===== src/rtl/zeroriscy_multdiv_seq_if.sv =====
// rtl/zeroriscy_multdiv_seq_if.sv - ID/EX request and borrowed ALU adder signals of the sequential mult/div unit
interface zeroriscy_multdiv_seq_if;
  logic        multdiv_en_i;
  logic [1:0]  operator_i;
  logic [1:0]  signed_mode_i;
  logic [31:0] op_a_i;
  logic [31:0] op_b_i;
  logic [33:0] alu_adder_ext_i;
  logic [32:0] alu_operand_a_o;
  logic [32:0] alu_operand_b_o;
  logic        alu_en_o;
  logic        ready_o;
  logic [31:0] result_o;

  modport slave (
    input  multdiv_en_i, operator_i, signed_mode_i, op_a_i, op_b_i, alu_adder_ext_i,
    output alu_operand_a_o, alu_operand_b_o, alu_en_o, ready_o, result_o
  );

  modport master (
    output multdiv_en_i, operator_i, signed_mode_i, op_a_i, op_b_i, alu_adder_ext_i,
    input  alu_operand_a_o, alu_operand_b_o, alu_en_o, ready_o, result_o
  );
endinterface


===== src/rtl/zeroriscy_multdiv_seq.sv =====
// rtl/zeroriscy_multdiv_seq.sv - radix-2 RV32M mult/div using the ALU adder; optional MULTDIV_DIVZERO_FASTPATH_EN
module zeroriscy_multdiv_seq (
  input  logic                   clk,
  input  logic                   rst,
  zeroriscy_multdiv_seq_if.slave md
);
  localparam logic [1:0] MD_OP_MULL = 2'b00;
  localparam logic [1:0] MD_OP_MULH = 2'b01;
  localparam logic [1:0] MD_OP_DIV  = 2'b10;
  localparam logic [1:0] MD_OP_REM  = 2'b11;

  typedef enum logic [2:0] {IDLE, ABS_A, ABS_B, COMP, LAST, CHANGE_SIGN, FINISH} state_e;

  state_e      state_q, state_d;
  logic [4:0]  cnt_q, cnt_d;
  logic [1:0]  operator_q, operator_d;
  logic [1:0]  sign_q, sign_d;
  logic        a_neg_q, a_neg_d;
  logic        b_neg_q, b_neg_d;
  logic        b_zero_q, b_zero_d;
  logic [31:0] op_a_q, op_a_d;
  logic [31:0] op_b_q, op_b_d;
  logic [32:0] acc_q, acc_d;
  logic [31:0] quo_q, quo_d;
  logic [31:0] result_q, result_d;
  logic [32:0] alu_a, alu_b;

  logic [31:0] sum;
  logic        carry;
  logic        is_div;
  logic [32:0] pp;
  logic        mul_c32, mul_s32, mul_s33;
  logic [32:0] rem_sh;
  logic        ge;
  logic        neg_res;
  logic [31:0] sign_val;
  logic        unused_ext_lsb;

  assign sum            = md.alu_adder_ext_i[32:1];
  assign carry          = md.alu_adder_ext_i[33];
  assign unused_ext_lsb = md.alu_adder_ext_i[0];
  assign is_div         = operator_q[1];

  // Multiply: 33-bit accumulator; bits 32/33 of the exact sum are rebuilt from the adder carry-out.
  assign pp      = quo_q[0] ? {a_neg_q, op_a_q} : 33'd0;
  assign mul_s32 = acc_q[32] ^ pp[32] ^ carry;
  assign mul_c32 = (acc_q[32] & pp[32]) | (carry & (acc_q[32] ^ pp[32]));
  assign mul_s33 = acc_q[32] ^ pp[32] ^ mul_c32;

  // Divide: the 32-bit difference MSB is a borrow flag only when both MSBs agree.
  assign rem_sh = {acc_q[31:0], quo_q[31]};
  assign ge     = rem_sh[32] |
                  ((rem_sh[31] == op_b_q[31]) ? ~md.alu_adder_ext_i[32] : rem_sh[31]);

  assign neg_res  = (operator_q == MD_OP_DIV) ? ((&sign_q) & (a_neg_q ^ b_neg_q) & ~b_zero_q)
                                               : a_neg_q;
  assign sign_val = (operator_q == MD_OP_REM) ? acc_q[31:0] : quo_q;

  always_ff @(posedge clk) begin
    if (rst) begin
      state_q    <= IDLE;
      cnt_q      <= 5'd0;
      operator_q <= 2'b00;
      sign_q     <= 2'b00;
      a_neg_q    <= 1'b0;
      b_neg_q    <= 1'b0;
      b_zero_q   <= 1'b0;
      op_a_q     <= 32'd0;
      op_b_q     <= 32'd0;
      acc_q      <= 33'd0;
      quo_q      <= 32'd0;
      result_q   <= 32'd0;
    end else begin
      state_q    <= state_d;
      cnt_q      <= cnt_d;
      operator_q <= operator_d;
      sign_q     <= sign_d;
      a_neg_q    <= a_neg_d;
      b_neg_q    <= b_neg_d;
      b_zero_q   <= b_zero_d;
      op_a_q     <= op_a_d;
      op_b_q     <= op_b_d;
      acc_q      <= acc_d;
      quo_q      <= quo_d;
      result_q   <= result_d;
    end
  end

  always_comb begin
    state_d    = state_q;
    cnt_d      = cnt_q;
    operator_d = operator_q;
    sign_d     = sign_q;
    a_neg_d    = a_neg_q;
    b_neg_d    = b_neg_q;
    b_zero_d   = b_zero_q;
    op_a_d     = op_a_q;
    op_b_d     = op_b_q;
    acc_d      = acc_q;
    quo_d      = quo_q;
    result_d   = result_q;
    alu_a      = 33'd0;
    alu_b      = 33'd0;

    if (state_q != IDLE && state_q != FINISH && !md.multdiv_en_i) begin
      state_d = IDLE;
    end else begin
      unique case (state_q)
        IDLE: begin
          if (md.multdiv_en_i) begin
            operator_d = md.operator_i;
            sign_d     = md.signed_mode_i;
            a_neg_d    = md.signed_mode_i[0] & md.op_a_i[31];
            b_neg_d    = md.signed_mode_i[1] & md.op_b_i[31];
            b_zero_d   = (md.op_b_i == 32'd0);
            op_a_d     = md.op_a_i;
            op_b_d     = md.op_b_i;
            acc_d      = 33'd0;
            quo_d      = md.op_b_i;
            cnt_d      = 5'd31;
            state_d    = (md.operator_i == MD_OP_MULL || md.operator_i == MD_OP_MULH) ? COMP : ABS_A;
`ifdef MULTDIV_DIVZERO_FASTPATH_EN
            if (md.operator_i[1] && (md.op_b_i == 32'd0)) begin
              state_d  = FINISH;
              result_d = (md.operator_i == MD_OP_DIV) ? 32'hFFFF_FFFF : md.op_a_i;
            end
`endif
          end
        end
        ABS_A: begin
          alu_a   = {32'd0, 1'b1};
          alu_b   = {~op_a_q, 1'b1};
          quo_d   = a_neg_q ? sum : op_a_q;
          state_d = ABS_B;
        end
        ABS_B: begin
          alu_a   = {32'd0, 1'b1};
          alu_b   = {~op_b_q, 1'b1};
          op_b_d  = b_neg_q ? sum : op_b_q;
          state_d = COMP;
        end
        COMP: begin
          cnt_d = (cnt_q != 5'd0) ? cnt_q - 5'd1 : cnt_q;
          if (is_div) begin
            alu_a = {rem_sh[31:0], 1'b1};
            alu_b = {~op_b_q, 1'b1};
            acc_d = {1'b0, ge ? sum : rem_sh[31:0]};
            quo_d = {quo_q[30:0], ge};
            if (cnt_q == 5'd0) state_d = CHANGE_SIGN;
          end else begin
            alu_a = {acc_q[31:0], 1'b0};
            alu_b = {pp[31:0], 1'b0};
            acc_d = {mul_s33, mul_s32, sum[31:1]};
            quo_d = {sum[0], quo_q[31:1]};
            if (cnt_q == 5'd0) begin
              if (operator_q == MD_OP_MULH) begin
                state_d = LAST;
              end else begin
                state_d  = FINISH;
                result_d = {sum[0], quo_q[31:1]};
              end
            end
          end
        end
        LAST: begin
          // Multiplier bits were weighted unsigned; a negative signed B owes one A * 2^32.
          if (b_neg_q) begin
            alu_a = {acc_q[31:0], 1'b1};
            alu_b = {~op_a_q, 1'b1};
          end else begin
            alu_a = {acc_q[31:0], 1'b0};
          end
          result_d = sum;
          state_d  = FINISH;
        end
        CHANGE_SIGN: begin
          if (neg_res) begin
            alu_a = {32'd0, 1'b1};
            alu_b = {~sign_val, 1'b1};
          end else begin
            alu_a = {sign_val, 1'b0};
          end
          result_d = sum;
          state_d  = FINISH;
        end
        FINISH: state_d = IDLE;
        default: state_d = IDLE;
      endcase
    end
  end

  assign md.alu_operand_a_o = alu_a;
  assign md.alu_operand_b_o = alu_b;
  assign md.alu_en_o        = (state_q == ABS_A) || (state_q == ABS_B) || (state_q == COMP) ||
                              (state_q == LAST) || (state_q == CHANGE_SIGN);
  assign md.ready_o         = (state_q == FINISH);
  assign md.result_o        = result_q;
endmodule


===== src/flat_wrapper.sv =====
// flat-port wrapper written by rule: the top's interface ports become plain ports
module zeroriscy_multdiv_seq_flat 
  (clk, rst, md_multdiv_en_i, md_operator_i, md_signed_mode_i, md_op_a_i, md_op_b_i, md_alu_adder_ext_i, md_alu_operand_a_o, md_alu_operand_b_o, md_alu_en_o, md_ready_o, md_result_o);
  zeroriscy_multdiv_seq_if md_i ();
  input  logic clk;
  input  logic rst;
  input wire logic [$bits(md_i.multdiv_en_i)-1:0] md_multdiv_en_i;
  input wire logic [$bits(md_i.operator_i)-1:0] md_operator_i;
  input wire logic [$bits(md_i.signed_mode_i)-1:0] md_signed_mode_i;
  input wire logic [$bits(md_i.op_a_i)-1:0] md_op_a_i;
  input wire logic [$bits(md_i.op_b_i)-1:0] md_op_b_i;
  input wire logic [$bits(md_i.alu_adder_ext_i)-1:0] md_alu_adder_ext_i;
  output wire logic [$bits(md_i.alu_operand_a_o)-1:0] md_alu_operand_a_o;
  output wire logic [$bits(md_i.alu_operand_b_o)-1:0] md_alu_operand_b_o;
  output wire logic [$bits(md_i.alu_en_o)-1:0] md_alu_en_o;
  output wire logic [$bits(md_i.ready_o)-1:0] md_ready_o;
  output wire logic [$bits(md_i.result_o)-1:0] md_result_o;
  assign md_i.multdiv_en_i = md_multdiv_en_i;
  assign md_i.operator_i = md_operator_i;
  assign md_i.signed_mode_i = md_signed_mode_i;
  assign md_i.op_a_i = md_op_a_i;
  assign md_i.op_b_i = md_op_b_i;
  assign md_i.alu_adder_ext_i = md_alu_adder_ext_i;
  assign md_alu_operand_a_o = md_i.alu_operand_a_o;
  assign md_alu_operand_b_o = md_i.alu_operand_b_o;
  assign md_alu_en_o = md_i.alu_en_o;
  assign md_ready_o = md_i.ready_o;
  assign md_result_o = md_i.result_o;
  zeroriscy_multdiv_seq u_core (.clk(clk), .rst(rst), .md(md_i));
endmodule

===== config.mk =====
export PLATFORM = sky130hd
export DESIGN_NAME = zeroriscy_multdiv_seq_flat
export DESIGN_NICKNAME = d
export VERILOG_FILES = /design/src/rtl/zeroriscy_multdiv_seq_if.sv /design/src/rtl/zeroriscy_multdiv_seq.sv /design/src/flat_wrapper.sv
export SDC_FILE = /design/constraint.sdc
export NUM_CORES = 1
export LEC_CHECK = 0
export CAP_MARGIN = 15
export CORE_MARGIN = 4
export CORE_UTILIZATION = 35
export CTS_BUF_LIST = sky130_fd_sc_hd__clkbuf_4
export DETAILED_ROUTE_END_ITERATION = 8
export SETUP_SLACK_MARGIN = 0.2
export SLEW_MARGIN = 10
export SYNTH_ARGS = -nofsm -noshare
export SYNTH_HDL_FRONTEND = slang
export SYNTH_SLANG_ARGS = --single-unit

===== constraint.sdc =====
create_clock -name clk -period 1.9 [get_ports clk]
set_input_delay 0.38 -clock clk [delete_from_list [all_inputs] [get_ports clk]]
set_output_delay 0.38 -clock clk [all_outputs]
set_load 0.005 [all_outputs]

; Word level (Yosys, flattened, before mapping)
; Cells that the tools add are included.
[op_classes]
addsub = 1
reduce_logical = 29
n_eq_ne = 18
mux = 38
bitwise_logic = 18
[ops]
columns = op, n
row1 = $mux 33, 10
row2 = $mux 32, 9
row3 = $pmux 33 s5, 1
row4 = $pmux 33 s4, 1
row5 = $pmux 32 s2, 2
row6 = $not 32->32, 3
row7 = $pmux 32 s3, 1
row8 = $pmux 33 s2, 1
row9 = $logic_not 32->1, 1
row10 = $pmux 3 s5, 1
row11 = $mux 3, 4
row12 = $mux 5, 2
row13 = $pmux 5 s2, 1
row14 = $eq 3x3->1 const B, 3
row15 = $reduce_and 3->1, 3
row16 = $reduce_and 4->1, 2
row17 = $and 1x1->1, 6
row18 = $eq 3x2->1 const B, 2
row19 = $ne 2x1->1 const B, 3
row20 = $ne 2x2->1 const B, 3
row21 = $reduce_bool 2->1, 3
row22 = $reduce_bool 3->1, 2
row23 = $reduce_or 2->1, 3
row24 = $logic_not 5->1, 1
row25 = 19 further kinds, 36
[word_totals]
out_inout_bits = 100
reg_bits = 176
inputBits = 105
word_cells = 116

; Logic depth before layout (Yosys ltp)
[depth]
depth_word = 7
depth_mapped = 8
ltp_nobuf = 6

; Least setup slack after synthesis
; No wires, ideal clock.
[synth_timing]
path_type = register to output
start = register u_core.state_q[2]
end = output md_alu_operand_b_o[24]
path_slack_ns = -0.149
arrival_ns = 1.669
path_stages_with_launch = 8
path_buffers = 4
required_ns = 1.520
path_cell_list = dfxtp_1 buf_2 buf_2 a21oi_1 and2_1 clkbuf_1 clkbuf_1 a22o_1
[synth_via]
elab_chain_cells = 4
word_cells_on_any_way = 11
cone_classes = eq/ne: 6 / mux: 2 / reduce/logical: 3
[synth_lines]
columns = element, line_no
row1 = start: declaration, zeroriscy_multdiv_seq.sv:14  ; state_e state_q, state_d;
row2 = start signal: assignment, zeroriscy_multdiv_seq.sv:74  ; state_q <= state_d;
row3 = branches (longest 3 deep; another with $pmux 33 s5), n/a
row4 = $mux 33 *, zeroriscy_multdiv_seq.sv:105  ; if (state_q != IDLE && state_q != FINISH && !md.multdiv_en_i) begin
row5 = end: declaration, flat_wrapper.sv:14  ; output wire logic [$bits(md_i.alu_operand_b_o)-1:0] md_alu_operand_b_o;
; Mark *: on every way between the ends.

; Final worst setup path
[layout_timing]
start = register u_core.b_neg_q
end = output md_alu_operand_b_o[12]
[layout_via]
elab_chain_cells = 7
word_cells_on_any_way = 8
cone_classes = mux: 5 / bitwise: 3
[layout_lines]
columns = element, line_no
row1 = start: declaration, zeroriscy_multdiv_seq.sv:19  ; logic b_neg_q, b_neg_d;
row2 = start signal: assignment, zeroriscy_multdiv_seq.sv:79  ; b_neg_q <= b_neg_d;
row3 = $xor 1x1->1, zeroriscy_multdiv_seq.sv:55  ; assign neg_res = (operator_q == MD_OP_DIV) ? ((&sign_q) & (a_neg_q ^ b_neg_q) & ~b_zero_q)
row4 = $and 1x1->1 (2 in a row), zeroriscy_multdiv_seq.sv:55
row5 = $mux 1, zeroriscy_multdiv_seq.sv:55
row6 = $mux 33, zeroriscy_multdiv_seq.sv:177  ; if (neg_res) begin
row7 = $pmux 33 s5 *, zeroriscy_multdiv_seq.sv:108  ; unique case (state_q)
row8 = $mux 33 *, zeroriscy_multdiv_seq.sv:105
; Every way passes the cells marked *; elsewhere a longest branch is shown, timed or not.

==> metrics.md <==
| Metric | Value |
|---|---|
| Layout Skew | `0.04417 ns` |
| Hpwl dp | `33820 um` |
| Failing checks | `setup timing` |
| Pwr/cell area | `515.9 nW/um^2` |
| Post-placement cell count | `1997` |
| Synth-to-layout area growth | `70.87%` |
| Wl on met1 | `22650 um` |
| H-tree depth | `4` |
| Async S/R FF share, synth | `0%` |
| Via density | `6.547` |
| Initial DRC count | `1970` |
| Part of the power in the clock network | `24.1%` |
| CTS Hold Bufs | `0` |
| Mean Syn Cell Area | `8.133 um^2` |
| Post-route setup slack | `-1.040 ns` |
| Total GRT Usage | `29.80%` |
| CTS Buf Count | `17` |
| Row Count | `64` |
| Seq/Total Area, Yosys | `31.76%` |
| Routed length on met3 | `5918 um` |
| Element type at the critical path start | `flip-flop` |
| Core area | `30910 um^2` |
| Die area | `34610 um^2` |
| Highest metal used | `met5` |
| Drt drc | `0` |
| CP arrival | `2.56 ns` |
| Congestion Overflow GR | `0` |
| Non-Filler Instances | `2191` |
| CP Data Required Time | `1.52 ns` |
| Internal Power | `6199 uW` |
| Sw Share | `36.60%` |
| Reg area | `3585 um^2` |
| # IOs | `205` |
| Max cap viols | `0` |
| Multi-input logic area | `8379 um^2` |
| Initial antenna violation count | `2` |
| Slew Limit Fails | `0` |
| Fmax | `0.3402 GHz` |
| Actual slew at the worst max-slew pin | `0.7664 ns` |
| TritonCTS clock tree | `built` |
| Remaining antenna violation count | `0` |
| Gate power share | `33.9%` |
| Fin nets | `1889` |
| Gpl congestion | `0.8819` |
| Routed WL | `58740 um` |
| Synth Flop Type | `dfxtp_1` |
| Vias in the first global route | `13383` |
| Fin crit period | `2.940 ns` |
| Worst min path class | `in -> reg` |
| Die Wd | `186.0 um` |
| Commonest non-fill, non-tap cells in the layout | `buf_4, dfxtp_1, nand2_1` |
| Syn Std Cell Area | `11090 um^2` |
| Drt first pass iters | `6` |
| Leading cell type in the layout, fill and taps excluded | `buf_4` |
| Worst-path fanout max | `8` |
| First-pass GRT wire length | `79650 um` |
| RSZ-0062 raised after global routing | `yes` |
| Leak Pwr | `0.007723 uW` |
| Vias | `14345` |
| Final period util | `154.7%` |
| Worst-path clk slew | `0.21 ns` |
| Layout filler cell count | `2470` |
| Syn Nets | `1472` |
| Count of cell types in the netlist | `56` |
| Clock Latency Late Sink | `0.63 ns` |
| Largest net degree at the start of global routing | `97` |
| Post-synthesis cell count | `1364` |
| CTS max path bufs | `2` |
| Post-synth EDFFs | `0` |
| Net switching power | `3579 uW` |
| Synth Warn # | `0` |
| Seq pwr share | `42.0%` |
| Routed met2 length | `26910 um` |
| CTS root buf | `clkbuf_4` |
| Outcome | `finished with violations` |
| Drt wl/cell | `26.81 um` |
| Max VDD drop | `388.1 uV` |
| DIE HEIGHT | `186.0 um` |
| Setup TNS | `-69.79 ns` |
| Endpoints failing hold | `0` |
| Layout cell share with drive strength beyond 1 | `42.70%` |
| Crit end category | `output port` |
| Setup CP Type | `reg -> out` |
| # setup viols final | `174` |
| I/O Buffers | `203` |
| Initial Utilization | `35.89%` |
| Final core utilization | `61.32%` |
| Synthesized flop and latch total | `176` |
| Clock Sinks | `176` |
| Final hold slack | `0.2799 ns` |
| Max_slew headroom | `48.68%` |
-- area by class of cell --
type	count	share of cell area (%)
multi-input cells	1018	44.21
repair buffers	558	32.55
flip-flops and latches	176	18.91
well taps	396	2.614
clock inverters	15	0.8317
clock buffers	17	0.6733
inverters	10	0.1980
diodes	1	0.01320
-- power groups by stage --
| stage | clock [uW] | combinational [uW] | sequential [uW] |
|---|---|---|---|
| after floorplan | 0 | 1170 | 4100 |
| after global placement | 0 | 2240 | 4140 |
| after detailed placement | 0 | 2270 | 4150 |
| after CTS | 2370 | 2680 | 4070 |
| after global routing | 2510 | 3430 | 4130 |
| final | 2350 | 3310 | 4110 |
-- sequential cells by signal, indices dropped and copies added, names as in the netlist --
| name | cells |
|---|---|
| u_core.b_zero_q | 1 |
| u_core.md.result_o | 32 |
| u_core.op_a_q | 32 |
| u_core.quo_q | 32 |
| u_core.b_neg_q | 1 |
| u_core.cnt_q | 5 |
| u_core.a_neg_q | 1 |
| u_core.sign_q | 2 |
| u_core.acc_q | 33 |
| u_core.state_q | 3 |
| u_core.operator_q | 2 |
| u_core.op_b_q | 32 |
-- per-stage QoR --
step                worst slack (ns)  power [uW]  instance area [um^2]
floorplan                   0.009057        5263                 11310
global placement             -0.5715        6384                 14900
detailed placement           -0.6253        6412                 14900
CTS                          -0.9688        9113                 17160
global route                  -1.135       10070                 18950
finish                        -1.040        9778                 18950
-- kinds of logic after synthesis --
group | after synthesis | synth area share, %
xor+xnor | 1 | 0.07897
simple gates | 438 | 18.42
fa+ha+maj | 4 | 0.5075
compound gates | 447 | 31.10
mux | 128 | 11.90
buf+inv | 170 | 6.237
flops | 176 | 31.76
-- final timing paths --
check                                    start                                  to  slack (ns)  cells past startpoint
min                              md_op_a_i[24]      u_core.op_a_q[24]$_SDFFE_PP0P_        0.28                      3
min reg2reg     u_core.op_b_q[12]$_SDFFE_PP0P_      u_core.op_b_q[12]$_SDFFE_PP0P_        0.51                      2
max reg2reg  u_core.operator_q[1]$_SDFFE_PP0P_  u_core.md.result_o[4]$_SDFFE_PP0P_       -0.27                     10
max                u_core.b_neg_q$_SDFFE_PP0P_              md_alu_operand_b_o[12]       -1.04                      9
-- critical path, stage by stage (launching register included) --
cell	delay [ns]
dfxtp_2	0.39
buf_6	0.11
buf_4	0.11
buf_6	0.09
nand3b_1	0.13
a21o_4	0.29
bufbuf_16	0.29
o221ai_1	0.23
a22o_1	0.20
buf_2	0.12
-- routing by layer --
layer | global-route usage (%) | vias to the layer above
met2 | 47.93 | 1066
met3 | 5.413 | 240
met4 | 13.82 | 2
met1 | 38.85 | 6953
li1 | - | 6084
met5 | 0 | -
-- what timing repair did --
item                                    4_1_cts  5_1_grt
endpoints found under the setup margin      273      249
gates resized for setup                     529      268
gates cloned                                 24       18
pin swaps                                    83      140
setup buffers                                85       34
hold endpoints to repair                      0        0
-- cell usage after synthesis (2+ instances only) --
master    instances  area [um^2]
a211oi_1         65        488.0
a21o_1            3        22.52
a21oi_1          44        220.2
a22o_1           32        280.3
a22oi_1          60        450.4
a311o_1           3        30.03
a311oi_1         32        280.3
a31o_2            2        17.52
a31oi_1           4        25.02
and2_1            4        25.02
buf_1            14        52.55
buf_2            40        200.2
clkbuf_1        105        394.1
dfxtp_1         176         3523
ha_1              2        25.02
inv_1            10        37.54
mux2_2           31        349.1
mux2i_1          97        970.9
nand2_1         170        638.1
nand2b_1          7        43.79
nand3_1          40        200.2
nand3b_1         37        277.8
nand4_1           2        12.51
nor2_1          134        503.0
nor2b_1           4        25.02
nor3_1            9        45.04
nor3b_1           5        37.54
nor4_1            8        50.05
nor4bb_1          5        50.05
o211ai_1         59        442.9
o21ai_0          10        50.05
o221ai_1         62        543.0
o22ai_1          32        200.2
o311a_1          31        310.3
o41ai_1           2        17.52
or2_2             3        18.77
(Power assumes the default switching activity.)
